File: config.mk
export PLATFORM = sky130hd
export DESIGN_NAME = cp0_flat
export DESIGN_NICKNAME = d
export VERILOG_FILES = /design/src/rtl/cp0_if.sv /design/src/rtl/cp0.sv /design/src/flat_wrapper.sv
export SDC_FILE = /design/constraint.sdc
export NUM_CORES = 1
export LEC_CHECK = 0
export BUFFER_PORTS_ARGS = -buffer_cell sky130_fd_sc_hd__buf_4
export CAP_MARGIN = 20
export CORE_UTILIZATION = 43
export CTS_CLUSTER_DIAMETER = 30
export DETAILED_ROUTE_END_ITERATION = 16
export MAX_ROUTING_LAYER = met4
export PLACE_DENSITY = 0.79
export SYNTH_ARGS = -nofsm -noshare
export SYNTH_HDL_FRONTEND = slang
export SYNTH_SLANG_ARGS = --single-unit
File: constraint.sdc
create_clock -name clock -period 1.7 [get_ports clock]
set_input_delay 0.085 -clock clock [delete_from_list [all_inputs] [get_ports clock]]
set_output_delay 0.085 -clock clock [all_outputs]
set_load 0.02 [all_outputs]
File: src/rtl/cp0_if.sv
// rtl/cp0_if.sv - CP0 register/interrupt bus between datapath and coprocessor 0
interface cp0_if;
    logic [31:0] wr_data;
    logic [4:0]  regnum;
    logic        MTC0;
    logic        ERET;
    logic [29:0] next_pc;
    logic        TimerInterrupt;
    logic [4:0]  ext_irq;
    logic [31:0] rd_data;
    logic [29:0] EPC;
    logic        TakenInterrupt;

    // Datapath side: drives strobes and interrupt lines, reads CP0 results
    modport master (
        output wr_data, regnum, MTC0, ERET, next_pc, TimerInterrupt, ext_irq,
        input  rd_data, EPC, TakenInterrupt
    );

    // Coprocessor side
    modport slave (
        input  wr_data, regnum, MTC0, ERET, next_pc, TimerInterrupt, ext_irq,
        output rd_data, EPC, TakenInterrupt
    );
endinterface

File: src/rtl/cp0.sv
// rtl/cp0.sv - Coprocessor-0 interrupt controller (Status/Cause/EPC, mtc0/mfc0/eret)
module cp0 #(
    parameter logic [29:0] EPC_RESET = 30'h0
) (
    input  logic clock,
    input  logic reset,
    cp0_if.slave bus
);
    localparam logic [4:0] REG_STATUS = 5'd12;
    localparam logic [4:0] REG_CAUSE  = 5'd13;
    localparam logic [4:0] REG_EPC    = 5'd14;

    logic [7:0]  r_im;
    logic        r_exl;
    logic        r_ie;
    logic [1:0]  r_sw;
    logic [29:0] r_epc;

    logic [7:0]  w_ip;
    logic        w_taken;
    logic [31:0] w_status;
    logic [31:0] w_cause;

    // Pending vector and live composite register images
    assign w_ip     = {bus.TimerInterrupt, bus.ext_irq, r_sw};
    assign w_taken  = (|(w_ip & r_im)) & r_ie & ~r_exl;
    assign w_status = {16'h0, r_im, 6'h0, r_exl, r_ie};
    assign w_cause  = {16'h0, bus.TimerInterrupt, bus.ext_irq, r_sw, 8'h0};

    assign bus.TakenInterrupt = w_taken;
    assign bus.EPC            = r_epc;

    // mfc0 read mux: purely from current state and live Cause lines
    always_comb begin
        bus.rd_data = 32'h0;
        case (bus.regnum)
            REG_STATUS: bus.rd_data = w_status;
            REG_CAUSE:  bus.rd_data = w_cause;
            REG_EPC:    bus.rd_data = {r_epc, 2'b00};
            default:    bus.rd_data = 32'h0;
        endcase
    end

    // State update: interrupt entry beats eret, eret's EXL clear beats an mtc0 to Status
    always_ff @(posedge clock or negedge reset) begin
        if (!reset) begin
            r_im  <= 8'h0;
            r_exl <= 1'b0;
            r_ie  <= 1'b0;
            r_sw  <= 2'b0;
            r_epc <= EPC_RESET;
        end else if (w_taken) begin
            // The mtc0/eret instruction in flight is flushed, so both are dropped
            r_exl <= 1'b1;
            r_epc <= bus.next_pc;
        end else begin
            if (bus.MTC0) begin
                case (bus.regnum)
                    REG_STATUS: begin
                        r_im  <= bus.wr_data[15:8];
                        r_exl <= bus.wr_data[1];
                        r_ie  <= bus.wr_data[0];
                    end
                    REG_CAUSE: r_sw  <= bus.wr_data[9:8];
                    REG_EPC:   r_epc <= bus.wr_data[31:2];
                    default: ;
                endcase
            end
            if (bus.ERET) begin
                r_exl <= 1'b0;
            end
        end
    end
endmodule

File: src/flat_wrapper.sv
// flat-port wrapper written by rule: the top's interface ports become plain ports
module cp0_flat 
#(
    parameter logic [29:0] EPC_RESET = 30'h0
)
  (clock, reset, bus_wr_data, bus_regnum, bus_MTC0, bus_ERET, bus_next_pc, bus_TimerInterrupt, bus_ext_irq, bus_rd_data, bus_EPC, bus_TakenInterrupt);
  cp0_if bus_i ();
  input  logic clock;
  input  logic reset;
  input wire logic [$bits(bus_i.wr_data)-1:0] bus_wr_data;
  input wire logic [$bits(bus_i.regnum)-1:0] bus_regnum;
  input wire logic [$bits(bus_i.MTC0)-1:0] bus_MTC0;
  input wire logic [$bits(bus_i.ERET)-1:0] bus_ERET;
  input wire logic [$bits(bus_i.next_pc)-1:0] bus_next_pc;
  input wire logic [$bits(bus_i.TimerInterrupt)-1:0] bus_TimerInterrupt;
  input wire logic [$bits(bus_i.ext_irq)-1:0] bus_ext_irq;
  output wire logic [$bits(bus_i.rd_data)-1:0] bus_rd_data;
  output wire logic [$bits(bus_i.EPC)-1:0] bus_EPC;
  output wire logic [$bits(bus_i.TakenInterrupt)-1:0] bus_TakenInterrupt;
  assign bus_i.wr_data = bus_wr_data;
  assign bus_i.regnum = bus_regnum;
  assign bus_i.MTC0 = bus_MTC0;
  assign bus_i.ERET = bus_ERET;
  assign bus_i.next_pc = bus_next_pc;
  assign bus_i.TimerInterrupt = bus_TimerInterrupt;
  assign bus_i.ext_irq = bus_ext_irq;
  assign bus_rd_data = bus_i.rd_data;
  assign bus_EPC = bus_i.EPC;
  assign bus_TakenInterrupt = bus_i.TakenInterrupt;
  cp0 #(.EPC_RESET(EPC_RESET)) u_core (.clock(clock), .reset(reset), .bus(bus_i));
endmodule
==> results.rst <==
.. list-table::
   :header-rows: 1

   * - Metric
     - Value
   * - Worst EP required
     - 1.88 ns
   * - Type of the worst min-delay path
     - primary input to flip-flop
   * - Number of filler instances in the final layout
     - 380
   * - Violations in the final reports
     - hold timing
   * - Count of input and output buffers
     - 139
   * - Cell with the most instances after synthesis
     - sky130_fd_sc_hd__dfrtp_1
   * - Yosys cell types
     - 24
   * - Max frequency
     - 597.8 MHz
   * - Dominant combinational cell family by area after synthesis
     - multiplexers
   * - Area fraction of the dominant cell type after synthesis
     - 47.01%
   * - R2R Path End
     - u_core.r_im[5]$_DFFE_PN0P_
   * - Area of the die
     - 0.005492 mm^2
   * - Number of maximum-capacitance constraint violations
     - 0
   * - Critical Path AT
     - 1.85 ns
   * - Share of cells above drive strength 1
     - 43.67%
   * - Net count of the finished layout
     - 447
   * - Post-synthesis cell type with the largest combined area
     - sky130_fd_sc_hd__dfrtp_1
   * - Sequential cell area
     - 0.001051 mm^2
   * - Setup repair after global routing missed its margin
     - yes
   * - Via count of the first global-routing pass
     - 2031
   * - GRT Total Usage
     - 23.89%
   * - Number of buffers on the longest clock path
     - 2
   * - Synthesis-to-layout area growth
     - 62.62%
   * - P per Cell Area
     - 1364 mW/mm^2
   * - Ys async rst share
     - 100.0%
   * - First drt pass iteration count
     - 8
   * - Initial DRC Count
     - 161
   * - Area of combinational cells with multiple inputs
     - 0.001096 mm^2
   * - Worst Setup Start Kind
     - flip-flop
   * - Final HPWL DP
     - 4662 um
   * - Share of the clock period used by the worst path
     - 98.40%
   * - Number of enable flip-flop cells after synthesis
     - 0
   * - Drt via density
     - 5.078
   * - Cells taking the most area after synthesis
     - sky130_fd_sc_hd__dfrtp_1 47%, sky130_fd_sc_hd__mux2i_1 14%, sky130_fd_sc_hd__o21ai_1 6.7%
   * - Average cell area after synthesis
     - 10.26 um^2
   * - Main synth FF type
     - sky130_fd_sc_hd__dfrtp_1
   * - Period minus WS final
     - 1.673 ns
   * - R2r setup slk
     - 0.03 ns
   * - Worst Setup End Kind
     - flip-flop
   * - Reg clk slew, reported paths
     - 0.08 ns
   * - Number of cells produced by synthesis
     - 218
   * - Launch point of the worst path
     - u_core.r_im[7]$_DFFE_PN0P_
   * - Post-Route Skew
     - 0.003545 ns
   * - Total DRC errors in the routed layout
     - 0
   * - Global route overflow
     - 0
   * - Static power due to leakage
     - 0.001806 uW
   * - Proportion of synthesized area in mux cells
     - 18.91%
   * - Worst Reg-to-Reg Cells
     - 4
   * - Clock H-tree levels
     - 2
   * - Number of pins exceeding their max-slew limit in the final report
     - 0
   * - Effective utilization at floorplan
     - 46.12%
   * - Number of antenna violations at the first check in global routing
     - 0
   * - Outcome
     - finished, violations left
   * - Fin cells
     - 438
   * - Die Span X
     - 74.11 um
   * - Number of nets still failing antenna checks after routing
     - 0
   * - Post-detailed-routing wire length
     - 6630 um
   * - Worst Hold Slack
     - -0.0003537 ns
   * - Final setup fails
     - 0
   * - Area of the mapped netlist
     - 0.002236 mm^2
   * - IR drop worst, VDD
     - 0.7283 mV
   * - Post-synthesis compound-gate area fraction
     - 12.70%
   * - Clock buffers created by TritonCTS
     - 5
   * - Antenna diode count
     - 0
   * - Actual slew at the worst max-slew pin
     - 0.5477 ns
   * - Simple-gate share of the synthesized area
     - 15.95%
   * - Pin count of the biggest net entering global routing
     - 43
   * - Via total after detailed routing
     - 2224
   * - Global-route wire length before repair
     - 9680 um
   * - Type of the worst setup path
     - flip-flop to flip-flop
   * - Final sum of negative setup slack
     - 0 ns
   * - Total I/O pin count
     - 140
   * - Adder and majority gate portion of the synthesized area
     - 0%
   * - Termination of the worst setup path
     - u_core.r_im[5]$_DFFE_PN0P_
   * - Latest clock arrival within the worst-skew pair
     - 0.29 ns
   * - Final weighted congestion in routability-driven placement
     - 0.8106
   * - Overall power
     - 4961 uW
   * - Synthesized Nets
     - 295
   * - Number of rows in the core area
     - 25
   * - Mean routed wirelength per cell
     - 15.14 um
   * - Worst reg2reg startpoint
     - u_core.r_im[7]$_DFFE_PN0P_
   * - Post-synthesis sequential area ratio
     - 47.01%
   * - Cells on Worst Hold Path
     - 3
   * - Synth warnings
     - 0
   * - Top cells by count, synth
     - 42 x sky130_fd_sc_hd__dfrtp_1, 31 x sky130_fd_sc_hd__mux2i_1, 31 x sky130_fd_sc_hd__nand2_1
   * - Root Buffer
     - sky130_fd_sc_hd__clkbuf_8
   * - Clock tree from TritonCTS
     - built
   * - Largest fanout on the critical path
     - 8
   * - Die H
     - 74.11 um
   * - Floorplan core area
     - 0.004848 mm^2
   * - Worst relative slew slack
     - 63.49%
   * - Post-layout utilization of the core
     - 74.99%
   * - Inst Count DP
     - 415
   * - Flip-flop and latch count after synthesis
     - 42
   * - Clock sink count
     - 42
   * - Xor and xnor fraction of the mapped netlist area
     - 0%
   * - Final hold vios
     - 1
cell families after synthesis:
logic type | after synthesis
buffers and inverters | 24
multiplexers | 41
AO/OA/AOI/OAI | 44
AND/OR/NAND/NOR | 67
flip-flops | 42
worst max-delay path: stages, from the launching register on:
cell	delay (ns)
sky130_fd_sc_hd__dfrtp_1	0.42
sky130_fd_sc_hd__a22oi_2	0.25
sky130_fd_sc_hd__a41oi_4	0.21
sky130_fd_sc_hd__nor2_4	0.31
sky130_fd_sc_hd__mux2_1	0.36
stage by stage:
stage | hold slack [ns] | area (um^2) | setup slack, ns
after detailed placement | 0.1080 | 3349 | 0.001482
after global placement | 0.1038 | 3349 | 0.09013
after floorplan | -0.2106 | 2236 | 0.1453
after CTS | 0.0008918 | 3580 | 0.001270
final | -0.0003537 | 3636 | 0.02724
after global routing | 0.002379 | 3636 | -0.03527
worst min path at each step:
| stage | from | endpoint |
|---|---|---|
| final | bus_next_pc[2] | u_core.bus.EPC[2]$_DFFE_PN0P_ |
| after CTS | bus_next_pc[2] | u_core.bus.EPC[2]$_DFFE_PN0P_ |
| after floorplan | reset | u_core.bus.EPC[0]$_DFFE_PN0P_ |
| after global routing | bus_next_pc[8] | u_core.bus.EPC[8]$_DFFE_PN0P_ |
| after detailed placement | reset | u_core.r_exl$_DFFE_PN0P_ |
| after global placement | reset | u_core.r_ie$_DFFE_PN0P_ |
cell type report:
class                           instances  share of cell area (%)
Clock buffer                            7                   2.374
Clock inverter                          1                  0.1376
Inverter                                8                  0.8259
Multi-Input combinational cell        152                   30.14
Sequential cell                        42                   28.91
Tap cell                               67                   2.306
Timing Repair Buffer                  161                   35.31
registers in the layout, indices dropped and copies added, names as in the netlist:
register and count:
u_core.r_sw 2, u_core.bus.EPC 30, u_core.r_ie 1, u_core.r_exl 1, u_core.r_im 8
report_power, final:
group | total [uW] | internal [uW] | switching (uW)
clock | 676 | 328 | 348
combinational | 2500 | 1160 | 1330
sequential | 1790 | 1430 | 354
cells in the final DEF, fill, tap and decap left out, types with 2 or more instances in the layout:
cell	Yosys	layout
sky130_fd_sc_hd__dlygate4sd3_1	0	13
sky130_fd_sc_hd__inv_1	8	8
sky130_fd_sc_hd__and2_1	23	23
sky130_fd_sc_hd__and3b_1	3	3
sky130_fd_sc_hd__a22oi_2	0	4
sky130_fd_sc_hd__buf_12	0	2
sky130_fd_sc_hd__clkbuf_8	0	6
sky130_fd_sc_hd__buf_4	1	145
sky130_fd_sc_hd__and3_1	2	2
sky130_fd_sc_hd__nand2_1	31	31
sky130_fd_sc_hd__a222oi_1	8	8
sky130_fd_sc_hd__dfrtp_1	42	42
sky130_fd_sc_hd__nand3_1	2	2
sky130_fd_sc_hd__mux2i_1	31	31
sky130_fd_sc_hd__mux2_1	10	10
sky130_fd_sc_hd__o21ai_1	30	30
repair_timing:
item	CTS	global route
gates resized for setup	2	5
hold buffers	13	0
setup endpoints to repair	4	3
gates cloned	0	1
buffers inserted	0	1
endpoints found under the hold margin	54	0
pin swaps	1	3
metal layers:
layer,global-route usage [%],part of all wire [%],vias up
li1,-,-,1070
met1,30.42,41,1029
met2,39.29,51,119
met3,4.336,7.6,6
met4,5.983,0.74,0
met5,-,0,-
Note: power is estimated with default switching activity, not from simulation.
